File: src/rtl/fetch_decode_queue_if.sv
// Fetch/decode handshake bundle for the fetch-decode queue.
// The queue takes the slave side; the fetch/decode pair takes the master side.
interface fetch_decode_queue_if #(
  parameter int DEPTH = 2
);
  localparam int CW = $clog2(DEPTH) + 1;

  logic          i_flush;
  logic          i_valid;
  logic [31:0]   i_pc;
  logic [31:0]   i_inst;
  logic          o_ready;
  logic          o_valid;
  logic [31:0]   o_pc;
  logic [31:0]   o_inst;
  logic          i_ready;
  logic [CW-1:0] o_count;

  modport slave (
    input  i_flush, i_valid, i_pc, i_inst, i_ready,
    output o_ready, o_valid, o_pc, o_inst, o_count
  );

  modport master (
    output i_flush, i_valid, i_pc, i_inst, i_ready,
    input  o_ready, o_valid, o_pc, o_inst, o_count
  );
endinterface

File: src/rtl/fetch_decode_queue.sv
// Small FIFO of {pc, inst} pairs between fetch and decode, with branch flush.
// Decode sees a NOP when the queue is empty; no same-cycle bypass.
module fetch_decode_queue #(
  parameter int          DEPTH     = 2,
  parameter logic [31:0] NOP_INSTR = 32'h00000013
) (
  input  logic                 i_clk,
  input  logic                 i_rst,
  fetch_decode_queue_if.slave  bus
);
  localparam int AW = $clog2(DEPTH);
  localparam int CW = AW + 1;

  logic [63:0]   mem_q [DEPTH];
  logic [63:0]   mem_d [DEPTH];
  logic [AW-1:0] wr_ptr_q, wr_ptr_d;
  logic [AW-1:0] rd_ptr_q, rd_ptr_d;
  logic [CW-1:0] count_q, count_d;
  logic          push, pop;

  // Ready depends only on occupancy, so a full queue never passes through.
  assign bus.o_ready = (count_q < CW'(DEPTH));
  assign bus.o_valid = (count_q != '0);
  assign bus.o_count = count_q;
  assign bus.o_pc    = bus.o_valid ? mem_q[rd_ptr_q][63:32] : 32'h0;
  assign bus.o_inst  = bus.o_valid ? mem_q[rd_ptr_q][31:0]  : NOP_INSTR;

  assign push = bus.i_valid & bus.o_ready;
  assign pop  = bus.o_valid & bus.i_ready;

  always_comb begin
    mem_d    = mem_q;
    wr_ptr_d = wr_ptr_q;
    rd_ptr_d = rd_ptr_q;
    count_d  = count_q;
    if (bus.i_flush) begin
      // The flushing cycle's fetch word is wrong-path; drop it.
      wr_ptr_d = '0;
      rd_ptr_d = '0;
      count_d  = '0;
    end else begin
      if (push) begin
        mem_d[wr_ptr_q] = {bus.i_pc, bus.i_inst};
        wr_ptr_d        = wr_ptr_q + AW'(1);
      end
      if (pop)
        rd_ptr_d = rd_ptr_q + AW'(1);
      if (push && !pop)
        count_d = count_q + CW'(1);
      else if (pop && !push)
        count_d = count_q - CW'(1);
    end
  end

  always_ff @(posedge i_clk) begin
    mem_q <= mem_d;
    if (i_rst) begin
      wr_ptr_q <= '0;
      rd_ptr_q <= '0;
      count_q  <= '0;
    end else begin
      wr_ptr_q <= wr_ptr_d;
      rd_ptr_q <= rd_ptr_d;
      count_q  <= count_d;
    end
  end
endmodule
File: src/flat_wrapper.sv
// flat-port wrapper written by rule: the top's interface ports become plain ports
module fetch_decode_queue_flat 
#(
  parameter int          DEPTH     = 2,
  parameter logic [31:0] NOP_INSTR = 32'h00000013
)
  (i_clk, i_rst, bus_i_flush, bus_i_valid, bus_i_pc, bus_i_inst, bus_i_ready, bus_o_ready, bus_o_valid, bus_o_pc, bus_o_inst, bus_o_count);
  fetch_decode_queue_if #(.DEPTH(DEPTH)) bus_i ();
  input  logic i_clk;
  input  logic i_rst;
  input wire logic [$bits(bus_i.i_flush)-1:0] bus_i_flush;
  input wire logic [$bits(bus_i.i_valid)-1:0] bus_i_valid;
  input wire logic [$bits(bus_i.i_pc)-1:0] bus_i_pc;
  input wire logic [$bits(bus_i.i_inst)-1:0] bus_i_inst;
  input wire logic [$bits(bus_i.i_ready)-1:0] bus_i_ready;
  output wire logic [$bits(bus_i.o_ready)-1:0] bus_o_ready;
  output wire logic [$bits(bus_i.o_valid)-1:0] bus_o_valid;
  output wire logic [$bits(bus_i.o_pc)-1:0] bus_o_pc;
  output wire logic [$bits(bus_i.o_inst)-1:0] bus_o_inst;
  output wire logic [$bits(bus_i.o_count)-1:0] bus_o_count;
  assign bus_i.i_flush = bus_i_flush;
  assign bus_i.i_valid = bus_i_valid;
  assign bus_i.i_pc = bus_i_pc;
  assign bus_i.i_inst = bus_i_inst;
  assign bus_i.i_ready = bus_i_ready;
  assign bus_o_ready = bus_i.o_ready;
  assign bus_o_valid = bus_i.o_valid;
  assign bus_o_pc = bus_i.o_pc;
  assign bus_o_inst = bus_i.o_inst;
  assign bus_o_count = bus_i.o_count;
  fetch_decode_queue #(.DEPTH(DEPTH), .NOP_INSTR(NOP_INSTR)) u_core (.i_clk(i_clk), .i_rst(i_rst), .bus(bus_i));
endmodule
File: config.mk
export PLATFORM = sky130hd
export DESIGN_NAME = fetch_decode_queue_flat
export DESIGN_NICKNAME = d
export VERILOG_FILES = /design/src/rtl/fetch_decode_queue_if.sv /design/src/rtl/fetch_decode_queue.sv /design/src/flat_wrapper.sv
export SDC_FILE = /design/constraint.sdc
export NUM_CORES = 1
export LEC_CHECK = 0
export BUFFER_PORTS_ARGS = -buffer_cell sky130_fd_sc_hd__buf_4
export CAP_MARGIN = 20
export CORE_UTILIZATION = 45
export DETAILED_ROUTE_END_ITERATION = 8
export PLACE_DENSITY = 0.79
export SLEW_MARGIN = 40
export SYNTH_ARGS = -nofsm -noshare
export SYNTH_HDL_FRONTEND = slang
export SYNTH_SLANG_ARGS = --single-unit
File: constraint.sdc
create_clock -name i_clk -period 9.88 [get_ports i_clk]
set_input_delay 0 -clock i_clk [delete_from_list [all_inputs] [get_ports i_clk]]
set_output_delay 0 -clock i_clk [all_outputs]
set_load 0.005 [all_outputs]
Word level (Yosys, flattened, before mapping). Cells that the tools add are included.

Register bits after elaboration: 132. Output and inout port bits: 68. Bits of input ports: 69. Logic and storage cells: 37.

Add/sub/neg operators: 4. Bitwise logic cells: 5. Multiplexer cells: 10. Reductions and logical operators: 9. Magnitude comparators: 4.

Operators by type and width (count): $mux 64 (4); $bwmux 128 (1); $demux 64 s1 (1); $mux 32 (2); $ge 2x2->1 const B (2); $mux 2 (2); $not 1->2 (2); $reduce_bool 2->1 (2); $logic_and 1x1->1 (3); $add 1x1->1 const B (2); $add 2x1->2 const B (1); $and 1x1->1 (2); $logic_not 1->1 (2); $lt 2x1->1 const B (1); $lt 2x2->1 const B (1); $reduce_and 2->1 (1); $reduce_or 2->1 (1); $sub 2x1->2 const B (1); $not 1->1 (1).

Logic depth before layout (Yosys ltp). Gate-level depths: netlist (run 1).

Word-level depth: 6. Mapped depth: 5. Mapped depth without buffers: 5.

Worst setup path before layout (run 1). OpenSTA, ideal clock, no wires.

Kind: flip-flop to flip-flop. Start: register u_core.count_q[1], in the netlist u_core.bus.o_count[1]. End: register u_core.mem_q[100] (netlist bit), enable pin. Setup time: 0.578 ns. Path slack: 4.014 ns. Cell stages (with the launch flop): 3. Arrival: 5.288 ns. Buffers on the path: 0. Path through: dfxtp_1 > nor2b_1 > nor3b_1.

Cells in the longest elaborated chain, start to end: 3.

Ends and longest elaborated chain: from (decl) (line fetch_decode_queue.sv:18) `logic [CW-1:0] count_q, count_d;`; from (signal assigned) (line fetch_decode_queue.sv:64) `count_q <= count_d;`; $lt 2x2->1 (line fetch_decode_queue.sv:22) `assign bus.o_ready = (count_q < CW'(DEPTH));`; $and 1x1->1 (line fetch_decode_queue.sv:28) `assign push = bus.i_valid & bus.o_ready;`; net u_core.push (line fetch_decode_queue.sv:19) `logic push, pop;`; $reduce_and 2->1 (no line); to (signal assigned) (line fetch_decode_queue.sv:56) `mem_q <= mem_d;`; to (decl) (line fetch_decode_queue.sv:14) `logic [63:0] mem_q [DEPTH];`.

The timed path passes the listed nets, and every way through them passes these cells. A chain may end at the register's enable or synchronous reset.

Worst setup path in the final report (run 1).
Start: register u_core.count_q[1], in the netlist u_core.bus.o_count[1]. End: register u_core.mem_q[11] (netlist bit), enable pin.

Same word-level chain as after synthesis.

==> out/results.tsv, run 1 <==
metric	value	unit
CP Cell Sequence	nor2b_1, and3b_2, buf_4	
Final Max Slew Viols	0	
antenna violations before repair	0	
EDFF count, synth	128	
RSZ-0062 raised after global routing	false	
crit-path max FO	35	
Yosys top cell by area	edfxtp_1	
CTS Root Cell	clkbuf_8	
Yosys top cell area share	0.767	
Ys Warns	0	
Initial DRC Count	130	
worst hold path type	primary input to flip-flop	
Setup CP Type	flip-flop to flip-flop	
post-synthesis cell count	291	
ys flop type	edfxtp_1	
synthesized net count	361	
final setup TNS	0	ns
commonest cells in the synthesized netlist	edfxtp_1 (128), mux2i_1 (64), nor2_1 (62)	
count leader, synth	edfxtp_1	
DRT Pass-1 Iters	5	
total number of vias	3173	
Post-CTS Hold Fix Bufs	69	
Max Freq	428	MHz
Final Net Count	577	
worst r2r src	u_core.bus.o_count[1]	
synthesized area	5010	sq um
CP max-delay cell	and3b_2	
Core Region	10800	sq um
grt ovf	0	
CTS sink cnt	132	
register area share after synthesis	0.783	
post-detail-place hpwl	5480	um
clock buffer depth	2	
maximum vdd drop	0.000109	V
# setup viols final	0	
post-synthesis average cell area	17.2	sq um
vias in the first global route	3269	
Final Util	0.686	
H-tree depth	4	
DR WL/cell	15.4	um
Setup Buffers After CTS	0	
Initial Utilization	0.462	
gr usage total	0.184	
CP peak stage delay	0.73	ns
pin count of the biggest net entering global routing	65	
Die Width	108	um
Startpoint Class	flip-flop	
clk_skew	0.00800	ns
first-pass GRT wire length	15700	um
clock latency on the worst-skew pair	0.50	ns
asr flop ratio synth	0	
Final Hold Viols	0	
hold depth	2	
leakage	2.76	nW
Max Cap Violations	0	
Die H	108	um
die area	11600	sq um
routed vias/inst	4.81	
cell area power density	182	nW/um^2
HP Start	bus_i_inst[17]	
largest cells by area after synthesis	edfxtp_1 (77%), mux2i_1 (13%), nor2_1 (4.6%)	
reg2reg path depth	3	
antenna viol nets, final	0	
Critical Path RT	10.02	ns
Layout Area Growth over Synthesis	48.5	%
Yosys reg bits	132	
Final Cycle Share	0.236	
Crit. Startpoint	u_core.bus.o_count[1]	
Inserted Clock Buffers	17	
# port buffers	136	
routability cong.	0.725	
fin crit period	2.33	ns
Worst Tran Pin Value	0.707	ns
synth unique cells	18	
status	completed	
row count	38	
register clock-pin slew on the reported worst setup and hold paths	0.06	ns
fraction of layout cells with a size suffix above 1	0.329	
Worst setup EP type	flip-flop	
final wirelength	10200	um
DRC viols	0	
R2R Setup Slk	7.55	ns
Critical Path AT	2.47	ns
max_slew headroom	0.529	
Diodes inserted	0	
post-CTS resize count	0	
num ports	137	
CTS tree	yes	
-- state kept, by name (all words and copies together), names as in the netlist --
register and count:
u_core.rd_ptr_q 1, u_core.mem_q 128, u_core.bus.o_count 2, u_core.wr_ptr_q 1
-- cells by family (layout without fill, tap and decap cells) --
logic type | count (synthesis) | count (layout) | share of synthesized area
flip-flops | 132 | 132 | 0.783
AND/OR/NAND/NOR | 72 | 72 | 0.0574
multiplexers | 64 | 64 | 0.128
buffers and inverters | 15 | 244 | 0.0175
XOR/XNOR | 4 | 4 | 0.00699
AO/OA/AOI/OAI | 3 | 3 | 0.00450
adder cells (fa/ha/maj) | 1 | 1 | 0.00250
-- worst max-delay path, delay by kind of cell (launching register included) --
family / cells / cell delay (ns)
flip-flops: 1 / 0.37
AND/OR/NAND/NOR: 2 / 1.04
buffers and inverters: 1 / 0.53
-- power by group --
| part | internal, mW | switching, mW |
|---|---|---|
| clock network | 0.354 | 0.211 |
| logic | 0.0816 | 0.0656 |
| registers | 0.637 | 0.00676 |
-- metal layers --
layer  wire length (um)  share of wire  track usage  vias up
li1                   -              -            -     1511
met1               4060           0.40        0.201     1544
met2               5460           0.54        0.331      104
met3                468          0.046       0.0508       14
met4                177          0.017       0.0851        0
met5                  0              0            0        -
-- metrics by stage --
| step | setup WS [ns] | hold WS (ns) | total power, mW | area (sq um) | cells |
|---|---|---|---|---|---|
| floorplan | 4.01 | 0.0646 | 0.708 | 5010 | 291 |
| global placement | 7.62 | 0.185 | 0.775 | 6170 | 557 |
| detailed placement | 7.57 | 0.187 | 0.779 | 6210 | 559 |
| CTS | 7.56 | 0.194 | 1.36 | 7440 | 660 |
| global route | 7.41 | 0.199 | 1.41 | 7440 | 660 |
| finish | 7.55 | 0.225 | 1.36 | 7440 | 660 |
-- cell usage in the layout (no fill, tap or decap), types with 2 or more instances in the layout --
cell and n:
buf_4 138, edfxtp_1 128, dlygate4sd3_1 69, mux2i_1 64, nor2_1 61, clkbuf_16 16
clkinv_1 4, nand2_1 3, xor2_1 3, nor3_1 3, clkinv_2 3, clkbuf_1 3
dfxtp_1 3, inv_1 2, o21ai_0 2, bufinv_16 2, clkinvlp_4 2, buf_12 2
-- final cells by class --
class | instances | area (sq um)
multi-input combinational | 144 | 1010
clock buffer | 20 | 425
inverter | 2 | 7.51
clock inverter | 12 | 114
sequential | 132 | 3930
tap | 140 | 175
fill | 729 | 3400
timing repair buffer | 210 | 1780
-- path summary, 6_finish.rpt --
| kind | endpoint |
|---|---|
| setup / recovery | u_core.mem_q[11] |
| hold / removal | u_core.mem_q[17] |
| setup reg to reg | u_core.mem_q[11] |
| hold reg to reg | u_core.wr_ptr_q |
Note: power is estimated with default switching activity, not from simulation.
==> run 2, diff against run 1 <==
--- a/config.mk
+++ b/config.mk
@@ -5,11 +5,12 @@
 export SDC_FILE = /design/constraint.sdc
 export NUM_CORES = 1
 export LEC_CHECK = 0
+export ABC_AREA = 1
 export BUFFER_PORTS_ARGS = -buffer_cell sky130_fd_sc_hd__buf_4
 export CAP_MARGIN = 20
 export CORE_UTILIZATION = 45
 export DETAILED_ROUTE_END_ITERATION = 8
-export PLACE_DENSITY = 0.79
+export PLACE_DENSITY = 0.82
 export SLEW_MARGIN = 40
 export SYNTH_ARGS = -nofsm -noshare
 export SYNTH_HDL_FRONTEND = slang
==> constraint.sdc (replaced) <==
create_clock -name i_clk -period 2.05 [get_ports i_clk]
set_input_delay 0 -clock i_clk [delete_from_list [all_inputs] [get_ports i_clk]]
set_output_delay 0 -clock i_clk [all_outputs]
set_load 0.005 [all_outputs]
==> out/results.tsv, run 2 <==
metric	value	unit
post-detail-place hpwl	6180	um
register clock-pin slew on the reported worst setup and hold paths	0.06	ns
sw power	1.44	mW
part of the power in registers	0.461	
Worst setup EP type	output port	
num ports	137	
most flop-heavy register	u_core.mem_q	
Die H	108	um
die area	11600	sq um
Max Cap Violations	0	
Critical Path AT	1.92	ns
Layout Area Growth over Synthesis	47.6	%
pin count of the biggest net entering global routing	66	
Die Width	108	um
Worst Tran Pin Value	0.677	ns
fraction of layout cells with a size suffix above 1	0.304	
DRC viols	0	
final wirelength	11300	um
synthesized area	5040	sq um
Setup CP Type	flip-flop to output port	
gr usage total	0.197	
Pint	5.27	mW
Initial Utilization	0.463	
Diodes inserted	0	
CTS sink cnt	132	
worst hold path type	primary input to flip-flop	
DP Area	6170	sq um
row count	38	
post-synthesis average cell area	13.5	sq um
dpl cells	637	
crit-path leading delay family	buffers and inverters	
max_slew headroom	0.549	
CP bufs+invs	2	
commonest non-fill, non-tap cell in the layout	buf_4	
H-tree depth	4	
largest cells by area after synthesis	edfxtp_1 (76%), nand2_1 (10%), a21oi_1 (6.3%)	
synthesized net count	444	
DR WL/cell	15.3	um
fin crit period	1.92	ns
final setup TNS	0	ns
register area share after synthesis	0.778	
Final Util	0.683	
Initial DRC Count	215	
Crit. Startpoint	u_core.bus.o_count[1]	
DRT Pass-1 Iters	4	
commonest non-fill, non-tap cells in the layout	buf_4 (141), nand2_1 (133), edfxtp_1 (128)	
antenna violations before repair	0	
Switching Share	0.214	
Comb pwr share	0.105	
HP Start	bus_i_inst[3]	
grt ovf	0	
Finished Cell Area	7440	sq um
CP Cell Sequence	nor2_4, buf_4, a21oi_1, buf_4	
status	completed	
Final Max Slew Viols	0	
Critical Path RT	2.05	ns
vias in the first global route	3568	
synth unique cells	18	
maximum vdd drop	0.000496	V
first-pass GRT wire length	16800	um
fill count	711	
leakage	2.95	nW
Final Non-Filler Cells	736	
CP peak stage delay	0.55	ns
clock latency on the worst-skew pair	0.50	ns
Hold WS	0.215	ns
Final Net Count	655	
Ys Warns	0	
# port buffers	136	
Max Freq	520	MHz
Yosys reg bits	132	
clk_skew	0.00548	ns
Startpoint Class	flip-flop	
Multi-input gate area	943	sq um
Yosys top cell by area	edfxtp_1	
Final Hold Viols	0	
total number of vias	3641	
routability cong.	0.738	
cell area power density	901	nW/um^2
# setup viols final	0	
count leader, synth	nand2_1	
ys flop type	edfxtp_1	
post-synthesis cell count	374	
clock share of power	0.434	
CTS Root Cell	clkbuf_8	
cell mode on critical path	buf_4	
register area	3930	sq um
worst r2r src	u_core.bus.o_count[0]	
asr flop ratio synth	0	
Core Region	10900	sq um
CP max-delay cell	buf_4	
antenna viol nets, final	0	
RSZ-0062 raised after global routing	false	
Yosys top cell area share	0.762	
clock buffer depth	2	
Inserted Clock Buffers	17	
routed vias/inst	4.95	
Largest register FFs	128	
crit-path max FO	61	
EDFF count, synth	128	
commonest cells in the synthesized netlist	nand2_1 (134), edfxtp_1 (128), a21oi_1 (63)	
CTS tree	yes	
Final Cycle Share	0.939	
run 2: per-layer routing:
layer	global-route usage	up-vias	routed length (um)
met3	0.0539	18	619
li1	-	1738	-
met5	0	-	0
met4	0.0773	0	174
met1	0.215	1746	4370
met2	0.361	139	6110
run 2: area by class of cell:
cell class,count,area share
Inverter,9,0.00504
Clock inverter,13,0.0215
Multi-Input combinational cell,213,0.127
Clock buffer,17,0.0557
Tap cell,140,0.0235
Timing Repair Buffer,212,0.239
Sequential cell,132,0.528
run 2: what timing repair did:
item / CTS / global route
setup buffers: 0 / 0
endpoints found under the hold margin: 132 / 0
resized for setup: 0 / 3
setup endpoints to repair: 0 / 2
hold buffers: 69 / 0
run 2: final timing paths:
path | endpoint | slack, ns | cells after the start
worst min-delay path | u_core.mem_q[3] | 0.21 | 2
worst max-delay path | bus_o_inst[31] | 0.13 | 4
worst max register to register | u_core.bus.o_count[0] | 0.17 | 7
worst min register to register | u_core.wr_ptr_q | 0.59 | 2
run 2: cell families after synthesis:
logic type	share of synthesized area
simple gates	0.112
flops	0.778
compound gates	0.0645
buf+inv	0.0407
xor+xnor	0.00174
fa+ha+maj	0.00248
run 2: power groups by stage:
stage	clock (mW)	combinational (mW)	sequential [mW]
after floorplan	0	0.252	3.14
after global placement	0	0.577	3.14
after detailed placement	0	0.592	3.14
after CTS	2.95	0.702	3.09
after global routing	3.07	0.764	3.10
final	2.91	0.706	3.09
run 2: stage by stage:
stage	power, mW	worst slack, ns
2_1_floorplan	3.40	-0.441
3_3_place_gp	3.72	0.628
3_5_place_dp	3.74	0.598
4_1_cts	6.74	0.0866
5_1_grt	6.93	0.0326
6_report	6.70	0.125
==> run 3, diff against run 2 <==
==> constraint.sdc (replaced) <==
create_clock -name i_clk -period 2.05 [get_ports i_clk]
set_input_delay 0.41 -clock i_clk [delete_from_list [all_inputs] [get_ports i_clk]]
set_output_delay 0.41 -clock i_clk [all_outputs]
set_load 0.005 [all_outputs]
==> out/results.tsv, run 3 (synthesized netlist as in run 2, its figures left out) <==
metric	value	unit
CP peak stage delay	0.38	ns
vias in the first global route	3313	
Die H	108	um
grt ovf	0	
clock share of power	0.438	
maximum vdd drop	0.000603	V
die area	11600	sq um
clk_skew	0.00629	ns
routing usage on met3	0.0575	
fill count	822	
fraction of layout cells with a size suffix above 1	0.358	
first-pass GRT wire length	16000	um
dpl cells	639	
fin crit period	1.99	ns
Switching Share	0.213	
CP bufs+invs	3	
CTS sink cnt	132	
met1 Resource Use GR	0.207	
Initial Utilization	0.463	
row count	38	
crit-path leading delay family	buffers and inverters	
Max Cap Violations	0	
Layout Area Growth over Synthesis	38.0	%
CTS Root Cell	clkbuf_8	
routability cong.	0.777	
total number of vias	3410	
H-tree depth	4	
part of the power in registers	0.466	
Worst setup EP type	output port	
crit-path max FO	10	
Final Max Slew Viols	0	
M2 GR Usage	0.342	
Inserted Clock Buffers	17	
Power, Total	6.63	mW
Most Used Layer, Global Route	met2	
antenna viol nets, final	0	
DRT Pass-1 Iters	5	
gr usage total	0.193	
worst hold path type	primary input to flip-flop	
# setup viols final	0	
commonest non-fill, non-tap cell in the layout	buf_4	
Final Cycle Share	0.973	
Diodes inserted	0	
Final Non-Filler Cells	676	
Largest register FFs	128	
Max Freq	501	MHz
max_slew headroom	0.742	
CP Cell Sequence	inv_6, clkbuf_16, nand2_1, a21oi_1, buf_4	
DR WL/cell	16.2	um
CTS tree	yes	
post-detail-place hpwl	6620	um
antenna violations before repair	0	
Initial DRC Count	180	
Final Hold Viols	0	
clock latency on the worst-skew pair	0.51	ns
# port buffers	136	
Final WS setup	0.0556	ns
pre-CTS setup slack	0.329	ns
status	completed	
Final Net Count	593	
Pint	5.22	mW
Post-CTS Hold Fix Bufs	0	
sw power	1.41	mW
leakage	2.76	nW
CP max-delay cell	dfxtp_4	
routed vias/inst	5.04	
Critical Path RT	1.64	ns
register clock-pin slew on the reported worst setup and hold paths	0.06	ns
RSZ-0062 raised after global routing	true	
Critical Path AT	1.58	ns
most flop-heavy register	u_core.mem_q	
Core Region	10900	sq um
Setup CP Type	flip-flop to output port	
Worst Tran Pin Value	0.387	ns
commonest non-fill, non-tap cells in the layout	buf_4 (138), nand2_1 (133), edfxtp_1 (128)	
final wirelength	11000	um
DRC viols	0	
Comb pwr share	0.096	
Startpoint Class	flip-flop	
pin count of the biggest net entering global routing	65	
num ports	137	
Die Width	108	um
clock buffer depth	2	
cell area power density	953	nW/um^2
run 3: changes by cell type in the layout (fill, tap and decap cells not counted), sizes merged:
cell	change
buf	+5
clkbuf	+3
dlygate4sd3	-69
clkinv	+1
run 3: worst paths after layout:
check,from,to,slack (ns),cells after the start
setup / recovery,u_core.rd_ptr_q,bus_o_inst[28],0.06,5
hold / removal,i_rst,u_core.bus.o_count[0],0.06,2
setup reg to reg,u_core.wr_ptr_q,u_core.mem_q[0],0.60,3
hold reg to reg,u_core.wr_ptr_q,u_core.wr_ptr_q,0.59,2
run 3: worst reg2reg max path: stages, from the launching register on:
cell	delay, ns
dfxtp_1	0.38
inv_1	0.11
nor3_4	0.23
buf_12	0.33
run 3: power groups by stage:
stage                     clock (mW)  sequential [mW]  combinational [mW]
after floorplan                    0             3.14               0.252
final                           2.90             3.09               0.635
after global routing            3.07             3.10               0.690
after CTS                       2.95             3.09               0.630
after global placement             0             3.14               0.591
after detailed placement           0             3.15               0.611
run 3: final cells by class:
class                           instances  area (sq um)  area share
Clock inverter                         14           161      0.0232
Multi-Input combinational cell        213           955       0.137
Inverter                                9          41.3     0.00593
Sequential cell                       132          3930       0.565
Tap cell                              140           175      0.0252
Timing Repair Buffer                  150          1270       0.183
Clock buffer                           18           418      0.0601
run 3: metal layers:
| metal | vias to the layer above | wire, um |
|---|---|---|
| met3 | 15 | 652 |
| met2 | 141 | 5830 |
| li1 | 1619 | - |
| met4 | 0 | 180 |
| met5 | - | 0 |
| met1 | 1635 | 4300 |
run 3: what timing repair did:
| item | 4_1_cts | 5_1_grt |
|---|---|---|
| gates resized for setup | 7 | 6 |
| cloned | 1 | 2 |
| endpoints found under the setup margin | 64 | 30 |
| setup buffers | 2 | 0 |
run 3: per-stage QoR:
stage | cell area, sq um | hold WS [ns] | TNS, ns | util
after floorplan | 5080 | 0.487 | -53.53 | -
after global placement | 6250 | 0.559 | 0 | 0.574
after detailed placement | 6250 | 0.582 | 0 | 0.574
after CTS | 6890 | 0.0345 | 0 | 0.632
after global routing | 6960 | 0.0338 | -0.0357 | 0.639
final | 6960 | 0.0632 | 0 | 0.639
